## src/rtl/mcu_pkg.sv

```systemverilog
// Shared definitions for the 8-bit MCU: opcodes, ALU select codes, control FSM
// states and the decoded-instruction word passed from mcu_decode to the FSM.
package mcu_pkg;

    localparam logic [3:0] OP_NOP = 4'h0;
    localparam logic [3:0] OP_ADD = 4'h1;
    localparam logic [3:0] OP_SUB = 4'h2;
    localparam logic [3:0] OP_AND = 4'h3;
    localparam logic [3:0] OP_OR  = 4'h4;
    localparam logic [3:0] OP_LDI = 4'h5;
    localparam logic [3:0] OP_JMP = 4'h6;
    localparam logic [3:0] OP_JZ  = 4'h7;
    localparam logic [3:0] OP_JC  = 4'h8;
    localparam logic [3:0] OP_HLT = 4'h9;

    typedef enum logic [1:0] {
        ALU_ADD = 2'b00,
        ALU_SUB = 2'b01,
        ALU_AND = 2'b10,
        ALU_OR  = 2'b11
    } aluOp_t;

    typedef enum logic [2:0] {
        S_FETCH,
        S_DECODE,
        S_EXECUTE,
        S_WRITEBACK,
        S_HALT
    } ctrlState_t;

    typedef enum logic [1:0] {
        COND_ALWAYS,
        COND_Z,
        COND_C
    } jmpCond_t;

    typedef struct packed {
        logic [3:0] op;
        logic [1:0] rd;
        logic [1:0] rs;
        logic [7:0] imm;
    } instr_t;

    typedef struct packed {
        logic [1:0] rd;
        logic [1:0] rs;
        logic [7:0] imm;
    } operands_t;

    typedef struct packed {
        aluOp_t   insSel;
        logic     isAlu;
        logic     isLdi;
        logic     isJmp;
        jmpCond_t cond;
        logic     isHlt;
        logic     illegal;
    } decoded_t;

    localparam decoded_t DEC_NOP = '{
        insSel:  ALU_ADD,
        isAlu:   1'b0,
        isLdi:   1'b0,
        isJmp:   1'b0,
        cond:    COND_ALWAYS,
        isHlt:   1'b0,
        illegal: 1'b0
    };

    function automatic logic condMet(input jmpCond_t cond, input logic flagC, input logic flagZ);
        logic met;
        case (cond)
            COND_ALWAYS: met = 1'b1;
            COND_Z:      met = flagZ;
            COND_C:      met = flagC;
            default:     met = 1'b0;
        endcase
        return met;
    endfunction

endpackage

```

## src/rtl/mcu_if.sv

```systemverilog
// Control-unit bus: program-memory fetch, ALU select/flags and register-file controls.
// master = control unit, slave = datapath (program memory, register file, ALU).
interface mcu_if;
    import mcu_pkg::*;

    logic        Run;
    logic [7:0]  ProgAddr;
    logic [15:0] InstrIn;
    logic        CO;
    logic        Z;
    aluOp_t      InsSel;
    logic [1:0]  RdAddrA;
    logic [1:0]  RdAddrB;
    logic [1:0]  WrAddr;
    logic        RegWrEn;
    logic        WrSel;
    logic [7:0]  ImmOut;
    logic        FlagC;
    logic        FlagZ;
    logic        Halted;
    logic        Illegal;

    modport master (
        input  Run, InstrIn, CO, Z,
        output ProgAddr, InsSel, RdAddrA, RdAddrB, WrAddr, RegWrEn, WrSel,
               ImmOut, FlagC, FlagZ, Halted, Illegal
    );

    modport slave (
        output Run, InstrIn, CO, Z,
        input  ProgAddr, InsSel, RdAddrA, RdAddrB, WrAddr, RegWrEn, WrSel,
               ImmOut, FlagC, FlagZ, Halted, Illegal
    );

endinterface

```

## src/rtl/mcu_decode.sv

```systemverilog
// Opcode decoder: maps the 4-bit opcode to ALU select and instruction-class flags.
module mcu_decode
    import mcu_pkg::*;
(
    input  logic [3:0] op,
    output decoded_t   dec
);

    always_comb begin
        // NOTE: assigning the full default first means every field is driven on every path, so no latch is inferred.
        dec = DEC_NOP;
        case (op)
            OP_NOP: ;
            OP_ADD: begin dec.isAlu = 1'b1; dec.insSel = ALU_ADD; end
            OP_SUB: begin dec.isAlu = 1'b1; dec.insSel = ALU_SUB; end
            OP_AND: begin dec.isAlu = 1'b1; dec.insSel = ALU_AND; end
            OP_OR:  begin dec.isAlu = 1'b1; dec.insSel = ALU_OR;  end
            OP_LDI: dec.isLdi = 1'b1;
            OP_JMP: begin dec.isJmp = 1'b1; dec.cond = COND_ALWAYS; end
            OP_JZ:  begin dec.isJmp = 1'b1; dec.cond = COND_Z;      end
            OP_JC:  begin dec.isJmp = 1'b1; dec.cond = COND_C;      end
            OP_HLT: dec.isHlt = 1'b1;
            default: dec.illegal = 1'b1;
        endcase
    end

endmodule

```

## src/rtl/mcu_control_unit.sv

```systemverilog
// Multi-cycle MCU control unit: FETCH/DECODE/EXECUTE/WRITEBACK sequencer with PC,
// pre-decoded instruction register and carry/zero flag register.
module mcu_control_unit
    import mcu_pkg::*;
(
    input  logic  CLK,
    input  logic  RST,
    mcu_if.master bus
);

    ctrlState_t state;
    logic [7:0] pc;
    operands_t  operands;
    decoded_t   dec;
    decoded_t   decNext;
    instr_t     fetched;
    logic       flagC;
    logic       flagZ;
    logic       regWrEnQ;
    logic       wrSel;
    logic       halted;
    logic       jumpTaken;

    assign fetched = bus.InstrIn;

    // The IR is held pre-decoded: decoding at the load edge lets every control
    // output, including the one-cycle Illegal pulse, come straight from a flop.
    mcu_decode uDecode (
        .op  (fetched.op),
        .dec (decNext)
    );

    assign jumpTaken = dec.isJmp && condMet(dec.cond, flagC, flagZ);

    always_ff @(posedge CLK) begin
        if (RST) begin
            state    <= S_FETCH;
            pc       <= 8'h00;
            operands <= '0;
            dec      <= DEC_NOP;
            flagC    <= 1'b0;
            flagZ    <= 1'b0;
            regWrEnQ <= 1'b0;
            wrSel    <= 1'b0;
            halted   <= 1'b0;
        end else begin
            // NOTE: non-blocking assignments so every flop samples the pre-edge values, independent of statement order.
            case (state)
                S_FETCH: begin
                    if (bus.Run) state <= S_DECODE;
                end
                S_DECODE: begin
                    operands <= '{rd: fetched.rd, rs: fetched.rs, imm: fetched.imm};
                    dec      <= decNext;
                    pc       <= pc + 8'd1;
                    state    <= S_EXECUTE;
                end
                S_EXECUTE: begin
                    // The decoded illegal bit doubles as the Illegal output, so it lives for EXECUTE only.
                    dec.illegal <= 1'b0;
                    if (dec.isAlu) begin
                        flagC <= bus.CO;
                        flagZ <= bus.Z;
                    end
                    if (jumpTaken) pc <= operands.imm;
                    regWrEnQ <= dec.isAlu | dec.isLdi;
                    wrSel    <= dec.isLdi;
                    if (dec.isHlt) begin
                        halted <= 1'b1;
                        state  <= S_HALT;
                    end else begin
                        state  <= S_WRITEBACK;
                    end
                end
                S_WRITEBACK: begin
                    regWrEnQ <= 1'b0;
                    wrSel    <= 1'b0;
                    state    <= S_FETCH;
                end
                S_HALT: ;
                default: state <= S_FETCH;
            endcase
        end
    end

    assign bus.ProgAddr = pc;
    assign bus.InsSel   = dec.insSel;
    assign bus.RdAddrA  = operands.rd;
    assign bus.RdAddrB  = operands.rs;
    assign bus.WrAddr   = operands.rd;
    assign bus.ImmOut   = operands.imm;
    // The RF captures on the edge that ends WRITEBACK; gating with RST lets a
    // reset on that same edge cancel the write.
    assign bus.RegWrEn  = regWrEnQ & ~RST;
    assign bus.WrSel    = wrSel;
    assign bus.FlagC    = flagC;
    assign bus.FlagZ    = flagZ;
    assign bus.Halted   = halted;
    assign bus.Illegal  = dec.illegal;

endmodule

```

## src/flat_wrapper.sv

```systemverilog
// flat-port wrapper written by rule: the top's interface ports become plain ports
module mcu_control_unit_flat import mcu_pkg::*;
  (CLK, RST, bus_Run, bus_InstrIn, bus_CO, bus_Z, bus_ProgAddr, bus_InsSel, bus_RdAddrA, bus_RdAddrB, bus_WrAddr, bus_RegWrEn, bus_WrSel, bus_ImmOut, bus_FlagC, bus_FlagZ, bus_Halted, bus_Illegal);
  mcu_if bus_i ();
  input  logic CLK;
  input  logic RST;
  input wire logic [$bits(bus_i.Run)-1:0] bus_Run;
  input wire logic [$bits(bus_i.InstrIn)-1:0] bus_InstrIn;
  input wire logic [$bits(bus_i.CO)-1:0] bus_CO;
  input wire logic [$bits(bus_i.Z)-1:0] bus_Z;
  output wire logic [$bits(bus_i.ProgAddr)-1:0] bus_ProgAddr;
  output wire logic [$bits(bus_i.InsSel)-1:0] bus_InsSel;
  output wire logic [$bits(bus_i.RdAddrA)-1:0] bus_RdAddrA;
  output wire logic [$bits(bus_i.RdAddrB)-1:0] bus_RdAddrB;
  output wire logic [$bits(bus_i.WrAddr)-1:0] bus_WrAddr;
  output wire logic [$bits(bus_i.RegWrEn)-1:0] bus_RegWrEn;
  output wire logic [$bits(bus_i.WrSel)-1:0] bus_WrSel;
  output wire logic [$bits(bus_i.ImmOut)-1:0] bus_ImmOut;
  output wire logic [$bits(bus_i.FlagC)-1:0] bus_FlagC;
  output wire logic [$bits(bus_i.FlagZ)-1:0] bus_FlagZ;
  output wire logic [$bits(bus_i.Halted)-1:0] bus_Halted;
  output wire logic [$bits(bus_i.Illegal)-1:0] bus_Illegal;
  assign bus_i.Run = bus_Run;
  assign bus_i.InstrIn = bus_InstrIn;
  assign bus_i.CO = bus_CO;
  assign bus_i.Z = bus_Z;
  assign bus_ProgAddr = bus_i.ProgAddr;
  assign bus_InsSel = bus_i.InsSel;
  assign bus_RdAddrA = bus_i.RdAddrA;
  assign bus_RdAddrB = bus_i.RdAddrB;
  assign bus_WrAddr = bus_i.WrAddr;
  assign bus_RegWrEn = bus_i.RegWrEn;
  assign bus_WrSel = bus_i.WrSel;
  assign bus_ImmOut = bus_i.ImmOut;
  assign bus_FlagC = bus_i.FlagC;
  assign bus_FlagZ = bus_i.FlagZ;
  assign bus_Halted = bus_i.Halted;
  assign bus_Illegal = bus_i.Illegal;
  mcu_control_unit u_core (.CLK(CLK), .RST(RST), .bus(bus_i));
endmodule
```

## config.mk

```make
export PLATFORM = sky130hd
export DESIGN_NAME = mcu_control_unit_flat
export DESIGN_NICKNAME = d
export VERILOG_FILES = /design/src/rtl/mcu_pkg.sv /design/src/rtl/mcu_if.sv /design/src/rtl/mcu_decode.sv /design/src/rtl/mcu_control_unit.sv /design/src/flat_wrapper.sv
export SDC_FILE = /design/constraint.sdc
export NUM_CORES = 1
export LEC_CHECK = 0
export CORE_ASPECT_RATIO = 0.8
export CORE_MARGIN = 4
export CORE_UTILIZATION = 50
export DETAILED_ROUTE_END_ITERATION = 12
export GPL_TIMING_DRIVEN = 1
export HOLD_SLACK_MARGIN = 0.03
export PLACE_DENSITY = 0.91
export RECOVER_POWER = 50
export SLEW_MARGIN = 20
export SYNTH_ARGS = -nofsm -noshare
export SYNTH_HDL_FRONTEND = slang
export SYNTH_SLANG_ARGS = --single-unit
```

## constraint.sdc

```tcl
create_clock -name CLK -period 3.8 [get_ports CLK]
set_input_delay 0.76 -clock CLK [delete_from_list [all_inputs] [get_ports CLK]]
set_output_delay 0.76 -clock CLK [all_outputs]
set_load 0.02 [all_outputs]
```

* Word level (Yosys, flattened, before mapping)
Index checks and enable logic that the tools add are counted.
** Cells by class
- Bitwise logic cells :: 4
- Eq/ne operators :: 17
- Reduce and logical (&&, ||, !) cells :: 11
- Add/sub/neg operators :: 1
- Muxes and demuxes :: 14
** Operator list (number)
- 3-bit case mux with 4 select lines :: 2
- 4-bit by 3-bit == test with 1-bit output, second input constant :: 4
- 8-bit case mux with 2 select lines :: 1
- 10-bit OR reduction :: 1
- 3-bit case mux with 3 select lines :: 1
- 8-bit by 1-bit adder with 8-bit output, second input constant :: 1
- 4-bit by 2-bit == test with 1-bit output, second input constant :: 2
- 4-bit == test, second input constant :: 2
- 8-bit two-way mux :: 1
- 2-bit AND reduction :: 4
- 3-bit by 2-bit == test with 1-bit output, second input constant :: 2
- 3-bit two-way mux :: 2
- 1-bit case mux with 2 select lines :: 3
- 4-bit by 1-bit == test with 1-bit output, second input constant :: 1
- 4-bit zero test :: 1
- 2-bit nonzero test :: 2
- 3-bit by 1-bit == test with 1-bit output, second input constant :: 1
- 3-bit == test, second input constant :: 1
- 3-bit zero test :: 1
- 1-bit two-way mux :: 3
- 1-bit case mux with 3 select lines :: 1
- 2-bit by 1-bit == test with 1-bit output, second input constant :: 1
- 2-bit == test, second input constant :: 1
- 2-bit zero test :: 1
- other kinds (6) :: 7
** Storage, ports and cells
- Logic and storage cells :: 64
- Bits in registers :: 37

* Depth between registers and ports, before layout
- Word-level depth :: 5
- Mapped depth :: 8
- Gate-level depth less buffers :: 6

* By module
Synthesis repeated with hierarchy kept, for this count alone.
** Second synthesis, totals
- Cells, all modules :: 220
- Area, all modules :: 1710.4 um2
** By module, submodules not included
- mcu_control_unit :: instances 1, cells each 203, area each 1574.0 um2, sequential area each 740.7 um2
- mcu_decode :: instances 1, cells each 17, area each 136.4 um2, sequential area each 0.0 um2

* Worst setup path after synthesis
Ideal clock, no wire load.
- Path type :: input to output
- Start point :: input port RST
- End point :: output port bus_RegWrEn
- Arrival time :: 1.267 ns
- Setup slack :: 1.773 ns
- Path buffers :: 1
- Cell stages on the path :: 2
- Cell sequence :: clkbuf_1 nor2b_1
** On the way
- Cells in the longest elaborated chain, start to end :: 2
** RTL lines
- start: declaration :: RTL line flat_wrapper.sv:6 : input logic RST;
- 1-bit inverter :: RTL line mcu_control_unit.sv:94 : assign bus.RegWrEn = regWrEnQ & ~RST;
- 1-bit AND :: RTL line mcu_control_unit.sv:94
- end: declaration :: RTL line flat_wrapper.sv:16 : output wire logic [$bits(bus_i.RegWrEn)-1:0] bus_RegWrEn;
Every way passes these cells.

* Worst setup path after layout
Ends and elaborated chain as after synthesis.

==> impl_metrics.toml <==
[clock_network]
cts_sinks = 37
cts_root_buffer = "clkbuf_8"
ctsResizeCount = 0
ctsHoldBuffers = 0
clk_latency_ns = 0.29
cts_buffers = 5
cts_max_level = 2
cts_tree = "yes"
path_clk_slew_ns = 0.07
max-clock-path-buffers = 2
post-cts-setup-buffers = 0

[critical_path]
cpPeakStageDelay_ns = 0.61
worstPathRequired_ns = 3.04
crit_chain = "dlygate4sd3_1, nor2b_1, clkdlybuf4s50_1"
crit_path_end_kind = "primary output"
crit_buf_inv = 2
start_kind = "input pin"
cp.arrival_ns = 2.05
crit_family = "buffers and inverters"
worst-setup-path-type = "input pin to primary output"
slowest_stage = "clkdlybuf4s50_1"
cp_max_fo = 2

[final_layout]
insertedDiodeCount = 0
fillers = 257
nets = 280
layout.cells.non_filler = 298
area_growth_pct = 33.9
layout-drive-gt1-share_pct = 6.20

[die]
core_area_um2 = 3180
initial_core_util_pct = 53.3
rows = 18
dieArea_um2 = 4390
die_w_um = 73.1
die_y_um = 60.0
ios = 51

[place]
place_inst = 291
hpwl_um = 2660
io_buffers = 50
gp_congestion = 0.815

[synth]
synthArstFlopShare_pct = 0
synth_cell_type_count = 34
synth_cells = 216
syn_nets = 238
synth-seq-cells = 37
synth-main-ff-cell = "dfxtp_1"
synth-edff-count = 0
ys_warn_count = 0
postSynthAreaPerCell_um2 = 7.84
synth-seq-area-share_pct = 43.8
syn_area_um2 = 1690

[timing]
fmax_mhz = 356
final-hold-violation-count = 0
hold_slack_ns = 0.453
period_share_pct = 73.9
rsz0062_at_grt = "no"
slew_headroom_pct = -5.46
finClkSkew_ns = 0.00280
tns_ns = 0
final_max_slew_viol_count = 38
tightestPinTransition_ns = 1.58
fin_crit_ns = 2.81
setup_viol = 0

[run_status]
outcome = "finished with violations"
violations = "capacitance limit, slew limit"

[route]
route.detailed.drc = 0
via_per_inst = 5.44
ant_nets = 0
detail_route.wl_per_cell_um = 13.1
vias = 1620
drt-total-wl_um = 3910
drtPass1Iterations = 4
drtIter0Drc = 121

[pwr]
swShare_pct = 25.4
p_per_area_nw_per_um2 = 388
p_switching_w = 0.000223
report.power.total_w = 0.000879
power_frac_seq_pct = 47.4
irDropWorstVdd_uv = 246
power_frac_clock_pct = 37.1
power.share.combinational_pct = 15.6
p_int_w = 0.000656
p_leak_nw = 0.788

[grt]
grt_pass1_vias = 1514
grt_usage_pct = 19.4
antenna_found_initial = 0
gr-total-overflow = 0
grt_pass1_wl_um = 6580
grt_max_degree = 38

[hold_path]
hp-class = "flip-flop to flip-flop"

[job]
maxCapViolCount = 1
through the flow:
stage          util (%)  cell area (um^2)  worst slack [ns]
3_5_place_dp       68.2              2170              1.12
3_3_place_gp       68.2              2170              1.15
5_1_grt            71.4              2270             0.958
6_report           71.4              2270             0.993
2_1_floorplan         -              1690              1.77
4_1_cts            71.5              2270              1.12
final cells by class:
class | instances | area [um^2] | area share (%)
multi-input cells | 159 | 846 | 37.3
well taps | 40 | 50.0 | 2.21
clock inverters | 2 | 35.0 | 1.55
repair buffers | 53 | 519 | 22.9
clock buffers | 5 | 68.8 | 3.04
inverters | 2 | 7.51 | 0.331
flip-flops and latches | 37 | 741 | 32.7
synthesized netlist by cell type (all sizes together) (3+ instances only):
cell type | number | area (um^2)
a21oi | 36 | 184
a31oi | 4 | 25.0
buf | 9 | 70.1
clkbuf | 9 | 33.8
dfxtp | 37 | 741
nand2 | 39 | 146
nand3 | 5 | 25.0
nand3b | 3 | 22.5
nor2 | 23 | 86.3
nor2b | 3 | 18.8
nor3 | 7 | 35.0
nor3b | 5 | 42.5
nor4 | 4 | 25.0
o21ai | 7 | 35.0
or2 | 4 | 25.0
cell usage in the layout, fill, tap and decap left out, types with 2 or more instances in the layout:
master            n
clkdlybuf4s50_1  45
nand2_1          39
dfxtp_1          37
a21oi_1          35
nor2_1           23
o21ai_0           7
nor3_1            7
nand3_1           5
clkbuf_8          5
dlygate4sd3_1     5
nor4_1            4
a31oi_1           4
nor2b_1           3
nand3b_1          3
nor3b_1           3
or2_0             3
nor3b_2           2
nand2b_1          2
mux2i_1           2
inv_1             2
nand4_1           2
xnor2_1           2
a22oi_1           2
and3_1            2
buf_4             2
path summary, 6_finish.rpt:
check | start | endpoint | slack [ns] | depth (start not counted)
setup / recovery | RST | bus_RegWrEn | 0.99 | 3
hold / removal | u_core.dec[2] | u_core.dec[2] | 0.45 | 2
setup reg to reg | u_core.state[2] | u_core.bus.ProgAddr[6] | 1.48 | 5
hold reg to reg | u_core.dec[2] | u_core.dec[2] | 0.45 | 2
power groups by stage:
stage / sequential, W / combinational, W / clock (W)
floorplan: 0.000433 / 0.0000755 / 0
global placement: 0.000424 / 0.000135 / 0
detailed placement: 0.000425 / 0.000138 / 0
CTS: 0.000416 / 0.000139 / 0.000332
global route: 0.000418 / 0.000150 / 0.000350
finish: 0.000416 / 0.000137 / 0.000326
cell families (layout without fill, tap and decap cells):
family / count (synthesis) / after routing / synth area share, %
AOI/OAI and AO/OA: 53 / 53 / 18.1
xor gates and xnor gates: 2 / 2 / 1.03
adders and majority gates: 1 / 1 / 0.739
buffers and inverters: 20 / 62 / 6.58
DFF: 37 / 37 / 43.8
muxes: 3 / 3 / 1.85
and+or+nand+nor: 100 / 100 / 27.9
state kept, by name (all words and copies together), names as in the netlist, 2 cells and up:
register / cells
u_core.bus.ImmOut: 8
u_core.bus.ProgAddr: 8
u_core.bus.RdAddrB: 2
u_core.bus.RdAddrA: 2
u_core.dec: 6
u_core.state: 3
u_core.bus.InsSel: 2
per-layer routing:
metal  up-vias  track usage [%]  part of all wire [%]
li1        821                -                     -
met1       722             22.5                    44
met2        68             31.6                    44
met3         9             9.08                    10
met4         0             6.32                   1.3
met5         -                0                     0
worst reg2reg max path: stages, from the launching register on:
cell	delay, ns
dfxtp_1	0.47
or3b_1	0.77
o211ai_4	0.18
a21oi_2	0.42
nor2_1	0.11
o221a_2	0.26
(Power assumes the default switching activity.)
